$ cat src/rtl/wb_bus_arbiter.sv
// ---------------------------------------------------------------------------
// wb_bus_arbiter
//   Round-robin N-master to 1-slave arbiter for pipelined Wishbone
//   (cyc/stb/stall/ack). One master owns the slave at a time and keeps it
//   until it drops m_cyc and every accepted request has been acknowledged.
//   This guarantees that read data on the shared return path always belongs
//   to the current owner.
//
// Handshake: a request transfers on a cycle where stb is high and stall is
//   low ("accept"). Every accepted request is answered by exactly one ack,
//   in order, on a later cycle. cyc stays high from the first stb until the
//   last ack of the burst.
//
// Ports
//   sys_clk, sys_rst     clock (rising edge) and async active-low reset
//   m_cyc/m_stb/m_we     per-master Wishbone controls (one bit per master)
//   m_be/m_addr/m_data_out  per-master request fields, master i in slice i
//   m_stall/m_ack        per-master responses
//   m_data_in            slave read data broadcast to all masters
//   s_*                  single slave-side Wishbone port
//   grant                one-hot current owner, zero while idle
//   err_ack              sticky: slave acked with nothing outstanding
//   dbg_state            FSM state (0 idle, 1 own, 2 drain)
//   dbg_outst            accepted-but-unacknowledged request count
// ---------------------------------------------------------------------------
module wb_bus_arbiter #(
  parameter int N_MASTERS = 2,
  parameter int AW        = 32,
  parameter int DW        = 32,
  parameter int MAX_OUTST = 4
) (
  input  logic                      sys_clk,
  input  logic                      sys_rst,
  input  logic [N_MASTERS-1:0]      m_cyc,
  input  logic [N_MASTERS-1:0]      m_stb,
  input  logic [N_MASTERS-1:0]      m_we,
  input  logic [N_MASTERS*DW/8-1:0] m_be,
  input  logic [N_MASTERS*AW-1:0]   m_addr,
  input  logic [N_MASTERS*DW-1:0]   m_data_out,
  output logic [N_MASTERS-1:0]      m_stall,
  output logic [N_MASTERS-1:0]      m_ack,
  output logic [DW-1:0]             m_data_in,
  output logic                      s_cyc,
  output logic                      s_stb,
  output logic                      s_we,
  output logic [DW/8-1:0]           s_be,
  output logic [AW-1:0]             s_addr,
  output logic [DW-1:0]             s_data_out,
  input  logic                      s_stall,
  input  logic                      s_ack,
  input  logic [DW-1:0]             s_data_in,
  output logic [N_MASTERS-1:0]      grant,
  output logic                      err_ack,
  output logic [1:0]                dbg_state,
  output logic [3:0]                dbg_outst
);

  localparam logic [1:0] ST_IDLE  = 2'd0;
  localparam logic [1:0] ST_OWN   = 2'd1;
  localparam logic [1:0] ST_DRAIN = 2'd2;

  localparam int IW = (N_MASTERS > 1) ? $clog2(N_MASTERS) : 1;
  localparam int BW = DW / 8;

  logic [1:0]           state_q, state_d;
  logic [N_MASTERS-1:0] grant_q, grant_d;
  logic [IW-1:0]        rr_ptr_q, rr_ptr_d;
  logic [3:0]           outst_q, outst_d;
  logic                 err_ack_q;

  // Owner view, built as an AND-OR mux over the one-hot grant so that no
  // variable index is needed (and the mux reads all-zero while idle).
  logic          own_cyc, own_stb, own_we;
  logic [BW-1:0] own_be;
  logic [AW-1:0] own_addr;
  logic [DW-1:0] own_dat;

  always_comb begin
    own_cyc  = 1'b0;
    own_stb  = 1'b0;
    own_we   = 1'b0;
    own_be   = '0;
    own_addr = '0;
    own_dat  = '0;
    for (int i = 0; i < N_MASTERS; i++) begin
      if (grant_q[i]) begin
        own_cyc  = m_cyc[i];
        own_stb  = m_stb[i];
        own_we   = m_we[i];
        own_be   = m_be[i*BW +: BW];
        own_addr = m_addr[i*AW +: AW];
        own_dat  = m_data_out[i*DW +: DW];
      end
    end
  end

  // Round-robin pick: scan offsets 0..N-1 from rr_ptr, first requester wins.
  logic [N_MASTERS-1:0] req;
  logic [N_MASTERS-1:0] sel_grant;
  logic                 sel_found;

  assign req = m_cyc & m_stb;

  always_comb begin
    sel_grant = '0;
    sel_found = 1'b0;
    for (int k = 0; k < N_MASTERS; k++) begin
      for (int i = 0; i < N_MASTERS; i++) begin
        if (!sel_found && req[i] && (i == (int'(rr_ptr_q) + k) % N_MASTERS)) begin
          sel_found    = 1'b1;
          sel_grant[i] = 1'b1;
        end
      end
    end
  end

  // Pointer value after the current owner releases: the master after it.
  logic [IW-1:0] rr_next;

  always_comb begin
    rr_next = rr_ptr_q;
    for (int i = 0; i < N_MASTERS; i++) begin
      if (grant_q[i]) rr_next = IW'((i + 1) % N_MASTERS);
    end
  end

  // An ack only counts when something is outstanding; otherwise it is a
  // stray from the slave (or from before a reset) and is swallowed.
  logic full, ack_ok, slave_stb, accept;

  assign full   = (outst_q == 4'(MAX_OUTST));
  assign ack_ok = s_ack && (outst_q != 4'd0);
  assign accept = slave_stb && !s_stall;

  always_comb begin
    s_cyc     = 1'b0;
    slave_stb = 1'b0;
    m_stall   = '1;
    m_ack     = '0;
    case (state_q)
      ST_OWN: begin
        s_cyc     = own_cyc;
        slave_stb = own_stb && !full;
        m_stall   = ~grant_q | {N_MASTERS{s_stall | full}};
        m_ack     = grant_q & {N_MASTERS{ack_ok}};
      end
      ST_DRAIN: begin
        s_cyc     = 1'b1;
        m_ack     = grant_q & {N_MASTERS{ack_ok}};
      end
      default: ;
    endcase
  end

  // Accept and ack in the same cycle cancel; neither can wrap because
  // accept needs ~full and ack_ok needs a non-zero count.
  always_comb begin
    outst_d = outst_q;
    case ({accept, ack_ok})
      2'b10:   outst_d = outst_q + 4'd1;
      2'b01:   outst_d = outst_q - 4'd1;
      default: outst_d = outst_q;
    endcase
  end

  always_comb begin
    state_d  = state_q;
    grant_d  = grant_q;
    rr_ptr_d = rr_ptr_q;
    case (state_q)
      ST_IDLE: begin
        if (sel_found) begin
          grant_d = sel_grant;
          state_d = ST_OWN;
        end
      end
      ST_OWN: begin
        // Owner dropped cyc: leave now if nothing is pending after this
        // cycle, otherwise keep the bus until the slave finishes answering.
        if (!own_cyc) begin
          if (outst_d == 4'd0) begin
            grant_d  = '0;
            rr_ptr_d = rr_next;
            state_d  = ST_IDLE;
          end else begin
            state_d  = ST_DRAIN;
          end
        end
      end
      ST_DRAIN: begin
        if (outst_d == 4'd0) begin
          grant_d  = '0;
          rr_ptr_d = rr_next;
          state_d  = ST_IDLE;
        end
      end
      default: begin
        grant_d = '0;
        state_d = ST_IDLE;
      end
    endcase
  end

  always_ff @(posedge sys_clk or negedge sys_rst) begin
    if (!sys_rst) begin
      state_q   <= ST_IDLE;
      grant_q   <= '0;
      rr_ptr_q  <= '0;
      outst_q   <= 4'd0;
      err_ack_q <= 1'b0;
    end else begin
      state_q  <= state_d;
      grant_q  <= grant_d;
      rr_ptr_q <= rr_ptr_d;
      outst_q  <= outst_d;
      if (s_ack && (outst_q == 4'd0)) err_ack_q <= 1'b1;
    end
  end

  assign s_stb      = slave_stb;
  assign s_we       = own_we;
  assign s_be       = own_be;
  assign s_addr     = own_addr;
  assign s_data_out = own_dat;
  assign m_data_in  = s_data_in;
  assign grant      = grant_q;
  assign err_ack    = err_ack_q;
  assign dbg_state  = state_q;
  assign dbg_outst  = outst_q;

endmodule

$ cat config.mk
export PLATFORM = sky130hd
export DESIGN_NAME = wb_bus_arbiter
export DESIGN_NICKNAME = d
export VERILOG_FILES = /design/src/rtl/wb_bus_arbiter.sv
export SDC_FILE = /design/constraint.sdc
export NUM_CORES = 1
export LEC_CHECK = 0
export ABC_CLOCK_PERIOD_IN_PS = 3700
export CAP_MARGIN = 20
export CORE_AREA = 5 5 112 114
export CTS_CLUSTER_DIAMETER = 60
export DETAILED_ROUTE_END_ITERATION = 10
export DIE_AREA = 0 0 117 119
export MAX_ROUTING_LAYER = met4
export PLACE_DENSITY = 0.58
export RECOVER_POWER = 25
export SYNTH_ARGS = -nofsm -noshare
export SYNTH_HDL_FRONTEND = slang
export SYNTH_SLANG_ARGS = --single-unit
$ cat constraint.sdc
create_clock -name sys_clk -period 3.7 [get_ports sys_clk]
set_input_delay 0.74 -clock sys_clk [delete_from_list [all_inputs] [get_ports sys_clk]]
set_output_delay 0.74 -clock sys_clk [all_outputs]
set_load 0.02 [all_outputs]
==> out/results.tsv, run 1 <==
stage	metric	value	unit
setup_path	crit_fanout	6	
pwr	power_frac_seq	11.3	%
yosys	ys_ff_latch	10	
pwr	pwr-share-comb	78.6	%
layout	fin_nets	592	
pwr	power.internal	1.14	mW
floorplan	die_h	119	um
yosys	synth.distinct_cells	38	
global_route	overflow	0	
clock_network	cts.clk_slew.worst_paths	0.04	ns
setup_path	crit_required	3.84	ns
clock_network	cts.repair.resized	0	
yosys	seq_area_frac_synth	14.5	%
pwr	p_total	2.09	mW
placed_design	io_buffers	229	
setup_path	path_class	in2reg	
yosys	muxShareOfSynthArea	1.82	%
pwr	switching_share	45.7	%
yosys	yosys.area.top_type	a22o_1	
floorplan	rows	39	
clock_network	cts_sinks	10	
yosys	synth_fp_nets	397	
sta	rsz0062_at_grt	false	
yosys	yosysWarnings	0	
global_route	grt_pass1_wl	13.5	mm
clock_network	cts_buffer_depth	2	
clock_network	cts-hold-fix-buffers	0	
yosys	synthSimpleGateAreaFrac	11.2	%
sta	drv_slew	0	
setup_path	worstSetupStartpointType	input port	
yosys	synth_flop_cell	dfrtp_1	
sta	fin_crit	3.54	ns
yosys	syn_area	1720	um^2
drt	route.met3.wl	1.00	mm
layout	syn_to_final_growth	136	%
pwr	power_density	514	nW/um^2
hold_path	hold_path_class	reg2reg	
yosys	synth_xor_xnor_area_share	1.02	%
setup_path	reg2reg_depth	11	
drt	drtAntennaViolNets	0	
drt	vias	2532	
yosys	synth_cells	212	
placed_design	dp_hpwl	8.59	mm
yosys	yosysMostFrequentCell	a22o_1	
drt	met1Wirelength	3.91	mm
sta	finalSetupViolCount	0	
drt	wl_per_cell	18.4	um
drt	met2_length	4.86	mm
clock_network	cts_root_buffer	clkbuf_16	
yosys	synth.top_cells.by_area	a22o_1 35%, dfrtp_1 15%, buf_4 14%, ha_1 4.4%, clkbuf_1 3.7%	
global_route	grt_pass1_vias	2449	
clock_network	cts_buffers	3	
yosys	async_reset_ff_share	100	%
placed_design	place.gp.congestion	0.816	
sta	final-hold-violation-count	0	
floorplan	ios	294	
sta	max-slew-margin-rel	53.4	%
clock_network	cts_tree	built	
floorplan	start_util	15.2	%
setup_path	critPathArrivalTime	3.68	ns
drt	highest_layer	met4	
drt	routed_wl	10.1	mm
floorplan	fp.dieW	117	um
sta	worst_pin_slew	0.699	ns
pwr	p_leak	1.54	nW
clock_network	postCtsSetupRepairBufs	0	
layout	drive_above_1_share	4.68	%
drt	drc	0	
flow_run	drv_cap	0	
pwr	clockPowerShare	10.1	%
drt	first_pass_iters	4	
outcome	status	finished, final reports clean	
pwr	peakVddDrop	0.319	mV
yosys	synth_common_cells	69 x a22o_1, 32 x buf_4, 17 x clkbuf_1	
sta	period_share	95.7	%
clock_network	cts-htree-levels	1	
yosys	synth_top_cell_area_share	35.1	%
yosys	synth_top_family_by_area	compound AO/OA/AOI/OAI gates	
yosys	synth-compound-area-share	46.6	%
drt	drt-vias-per-instance	4.60	
drt	drt_iter0_drc	104	
clock_network	clk_latency	0.23	ns
sta	timing.hold.ws	0.466	ns
yosys	synth_edf_count	0	
yosys	syn_area_per_cell	8.13	um^2
sta	skew	0.00217	ns
global_route	track_usage	12.7	%
floorplan	die-area	13900	um^2
setup_path	worstSetupEndpointType	flip-flop	
sta	fmax	0.282	GHz
pwr	switchingPower	955	uW
yosys	yosys.area_share.adder	5.52	%
floorplan	core	11300	um^2
global_route	antenna_found_initial	1	
global_route	grt_max_degree	69	
hold_path	hold_depth	1	
==> cells by family after synthesis <==
group	Yosys count
xor gates and xnor gates	2
buffers and inverters	57
and+or+nand+nor	39
DFF	10
muxes	3
adders and majority gates	7
AOI/OAI and AO/OA	94
==> routing by layer <==
| layer | track usage, % | up-vias |
|---|---|---|
| met5 | - | - |
| met4 | 4.80 | 0 |
| met3 | 2.54 | 26 |
| met2 | 22.0 | 164 |
| met1 | 14.2 | 1157 |
| li1 | - | 1185 |
==> final cells by class <==
| type | instances | area [um^2] |
|---|---|---|
| sequential | 10 | 251 |
| tap | 143 | 179 |
| antenna | 1 | 2.50 |
| timing repair buffer | 239 | 2370 |
| fill | 1141 | 7260 |
| clock buffer | 4 | 88.8 |
| multi-input combinational | 145 | 1150 |
| inverter | 8 | 30.0 |
==> sequential cells by signal, indices dropped and copies added (netlist names) <==
name       cells
dbg_outst      4
dbg_state      2
err_ack        1
grant          2
rr_ptr_q       1
==> worst max-delay path: stages <==
cell	delay, ns
clkdlybuf4s50_1	0.48
a22oi_1	0.13
or3_1	0.33
ha_1	0.23
ha_1	0.35
nor4b_1	0.41
a211oi_1	0.16
a2111oi_4	0.51
nand2_1	0.13
o221ai_1	0.19
==> power groups by stage <==
| stage | Clock, mW | Combinational [mW] | Sequential, mW |
|---|---|---|---|
| after floorplan | 0 | 0.875 | 0.269 |
| after global placement | 0 | 1.64 | 0.234 |
| after detailed placement | 0 | 1.66 | 0.235 |
| after CTS | 0.211 | 1.67 | 0.235 |
| after global routing | 0.219 | 1.75 | 0.244 |
| final | 0.211 | 1.64 | 0.236 |
==> through the flow <==
| stage | std cells | area (um^2) | setup TNS [ns] | util [%] | setup WS, ns |
|---|---|---|---|---|---|
| 4_1_cts | 549 | 4060 | 0 | 35.9 | 0.129 |
| 2_1_floorplan | 212 | 1720 | 0 | - | 0.536 |
| 3_3_place_gp | 545 | 3970 | 0 | 35.1 | 0.0752 |
| 6_report | 550 | 4070 | 0 | 35.9 | 0.159 |
| 5_1_grt | 550 | 4070 | 0 | 35.9 | 0.0549 |
| 3_5_place_dp | 545 | 3970 | -0.397 | 35.1 | -0.120 |
==> final timing paths <==
| kind | startpoint | to | slack [ns] |
|---|---|---|---|
| max | m_stb[1] | grant[1] | 0.16 |
| min | err_ack | err_ack | 0.47 |
| max in group asynchronous | sys_rst | grant[1] | 2.50 |
| max reg2reg | dbg_state[1] | grant[1] | 0.35 |
| min in group asynchronous | sys_rst | dbg_outst[1] | 0.88 |
| min reg2reg | err_ack | err_ack | 0.47 |
==> cells in the final DEF, fill, tap and decap left out, types with 2 or more instances in the layout <==
cell             count
dfrtp_1              9
buf_4               10
nand3_1              2
nor2_1              10
ha_1                 6
nand2_1             13
nor3b_1              2
clkdlybuf4s50_1    227
clkbuf_16            3
o211ai_1             2
inv_1                8
a211oi_1             2
o221ai_1             2
dlygate4sd3_1        2
a21oi_1              7
a22o_1              69
nor3_1               5
mux2i_1              2
a31oi_1              2
Power figures use the tool's default switching activity.
==> run 2: changes to the inputs <==
==> config.mk (replaced) <==
export PLATFORM = sky130hd
export DESIGN_NAME = wb_bus_arbiter
export DESIGN_NICKNAME = d
export VERILOG_FILES = /design/src/rtl/wb_bus_arbiter.sv
export SDC_FILE = /design/constraint.sdc
export NUM_CORES = 1
export LEC_CHECK = 0
export ABC_CLOCK_PERIOD_IN_PS = 4300
export CAP_MARGIN = 20
export CORE_AREA = 5 5 110 112
export CTS_CLUSTER_DIAMETER = 60
export DETAILED_ROUTE_END_ITERATION = 10
export DIE_AREA = 0 0 115 117
export MAX_ROUTING_LAYER = met4
export PLACE_DENSITY = 0.6
export RECOVER_POWER = 25
export SYNTH_ARGS = -nofsm -noshare
export SYNTH_HDL_FRONTEND = slang
export SYNTH_SLANG_ARGS = --single-unit
export TNS_END_PERCENT = 10
==> constraint.sdc (replaced) <==
create_clock -name sys_clk -period 4.3 [get_ports sys_clk]
set_input_delay 0.86 -clock sys_clk [delete_from_list [all_inputs] [get_ports sys_clk]]
set_output_delay 0.86 -clock sys_clk [all_outputs]
set_load 0.02 [all_outputs]
==> out/results.tsv, run 2 (synthesized netlist as in run 1, its figures left out) <==
stage	metric	value	unit	change
drt	drt-vias-per-instance	4.53		-1.6%
clock_network	cts-htree-levels	1		unchanged
setup_path	crit_fanout	9		+3
floorplan	fp.dieW	115	um	-1.7%
floorplan	start_util	15.5	%	+0.27 points
placed_design	placed_area	3910	um^2	-1.5%
flow_run	drv_cap	0		unchanged
clock_network	cts_sinks	10		unchanged
setup_path	crit_path_frequent_cell	ha_1		
sta	worst_pin_slew	0.800	ns	+0.101 ns
drt	wl_per_cell	18.7	um	+1.8%
global_route	grt_pass1_wl	13.6	mm	+0.61%
global_route	antenna_found_initial	0		-1
sta	setup_ws	0.433	ns	+0.274 ns
pwr	p_leak	1.50	nW	-3.0%
setup_path	critPathArrivalTime	4.00	ns	+0.32 ns
clock_network	cts_tree	built		
placed_design	dp_hpwl	8.84	mm	+2.9%
layout	fin_nets	584		-1.4%
sta	finalSetupViolCount	0		unchanged
floorplan	die_h	117	um	-1.7%
floorplan	rows	39		unchanged
sta	fmax	0.259	GHz	
setup_path	worstSetupStartpointType	input port		
sta	period_share	89.9	%	
placed_design	place.gp.congestion	0.829		+1.6%
layout	drive_above_1_share	2.51	%	-2.2 points
sta	fin_setup_tns	0	ns	unchanged
pwr	power_density	441	nW/um^2	-14%
floorplan	ios	294		unchanged
setup_path	path_delay_family	compound AO/OA/AOI/OAI gates		
sta	timing.hold.ws	0.480	ns	+0.0146 ns
layout	layout_common_cells	227 x clkdlybuf4s50_1, 69 x a22o_1, 13 x nand2_1		
layout	final_common_cell	clkdlybuf4s50_1		
sta	skew	0.000808	ns	-0.00136 ns
global_route	grt_max_degree	78		+13%
drt	first_pass_iters	4		unchanged
global_route	track_usage	13.6	%	+0.89 points
clock_network	cts-hold-fix-buffers	0		unchanged
setup_path	worstSetupEndpointType	flip-flop		
setup_path	cp_num_buf_inv	1		unchanged
clock_network	clk_latency	0.24	ns	about the same
drt	vias	2450		-3.2%
sta	final-hold-violation-count	0		unchanged
layout	largest_reg_flops	4		unchanged
placed_design	dpl_worst_slack	0.229	ns	+0.349 ns
drt	routed_wl	10.1	mm	+0.15%
clock_network	cts.repair.resized	0		unchanged
clock_network	cts.clk_slew.worst_paths	0.04	ns	about the same
drt	drt_iter0_drc	116		+12%
clock_network	cts_buffer_depth	2		unchanged
setup_path	path_class	in2reg		
clock_network	cts_buffers	3		unchanged
floorplan	die-area	13500	um^2	-3.4%
setup_path	slowest_delay	0.57	ns	+0.06 ns
drt	drtAntennaViolNets	0		unchanged
outcome	status	finished, final reports clean		
sta	rsz0062_at_grt	false		
hold_path	hold_path_class	reg2reg		
clock_network	cts_root_buffer	clkbuf_16		
sta	drv_slew	0		unchanged
global_route	grt_pass1_vias	2505		+2.3%
placed_design	io_buffers	229		unchanged
sta	max-slew-margin-rel	46.6	%	-6.8 points
sta	fin_crit	3.87	ns	
pwr	peakVddDrop	0.216	mV	-32%
drt	drc	0		unchanged
layout	syn_to_final_growth	132	%	
layout	fin_area	3990	um^2	-1.8%
setup_path	crit_required	4.44	ns	+0.60 ns
clock_network	postCtsSetupRepairBufs	0		unchanged
setup_path	slowest_stage	a2111oi_4		
setup_path	cp_cell_sequence	clkdlybuf4s50_1 > a22oi_1 > or3_1 > ha_1 > ha_1 > nor4b_1 > a211oi_1 > a2111oi_4 > nand2_1 > o221ai_1		
floorplan	core	11100	um^2	-1.7%
layout	antennaDiodeCount	0		-1
global_route	overflow	0		unchanged
pwr	p_total	1.76	mW	-16%
## run 2: cell types whose count changed in the layout (fill, tap and decap cells not counted), sizes merged
cell | before | now
buf | 10 | 2
diode | 1 | 0
## run 2: layout make-up
cell class	count	area (um^2)
tap	143	179
inverter	8	30.0
timing repair buffer	231	2310
multi-input combinational	145	1150
sequential	10	251
clock buffer	4	78.8
fill	1165	7130
## run 2: path summary, 6_finish.rpt
check	start	end	slack [ns]	cells past startpoint
worst min register to register	err_ack	err_ack	0.48	1
worst max register to register	dbg_outst[0]	grant[0]	0.73	9
max in group asynchronous	sys_rst	grant[1]	2.92	1
worst max-delay path	m_stb[1]	grant[0]	0.43	10
worst min-delay path	err_ack	err_ack	0.48	1
min in group asynchronous	sys_rst	err_ack	1.02	1
## run 2: stage by stage
step           cells  util (%)
5_1_grt          541      35.9
3_3_place_gp     537      35.2
4_1_cts          541      35.9
2_1_floorplan    212         -
6_report         541      35.9
3_5_place_dp     537      35.2
## run 2: where the power goes
part	total [mW]	switching (mW)	leakage (nW)	internal (mW)
registers	0.205	0.0680	0.120	0.137
clock network	0.168	0.0438	0.0382	0.124
logic	1.39	0.706	1.34	0.681
total	1.76	0.818	1.50	0.942
## run 2: per-layer routing
| metal | part of all wire, % | track usage, % | vias up |
|---|---|---|---|
| met4 | 1.6 | 3.05 | 0 |
| met5 | 0 | - | - |
| met2 | 54 | 25.0 | 158 |
| met1 | 36 | 14.2 | 1111 |
| li1 | - | - | 1165 |
| met3 | 8.9 | 4.16 | 16 |
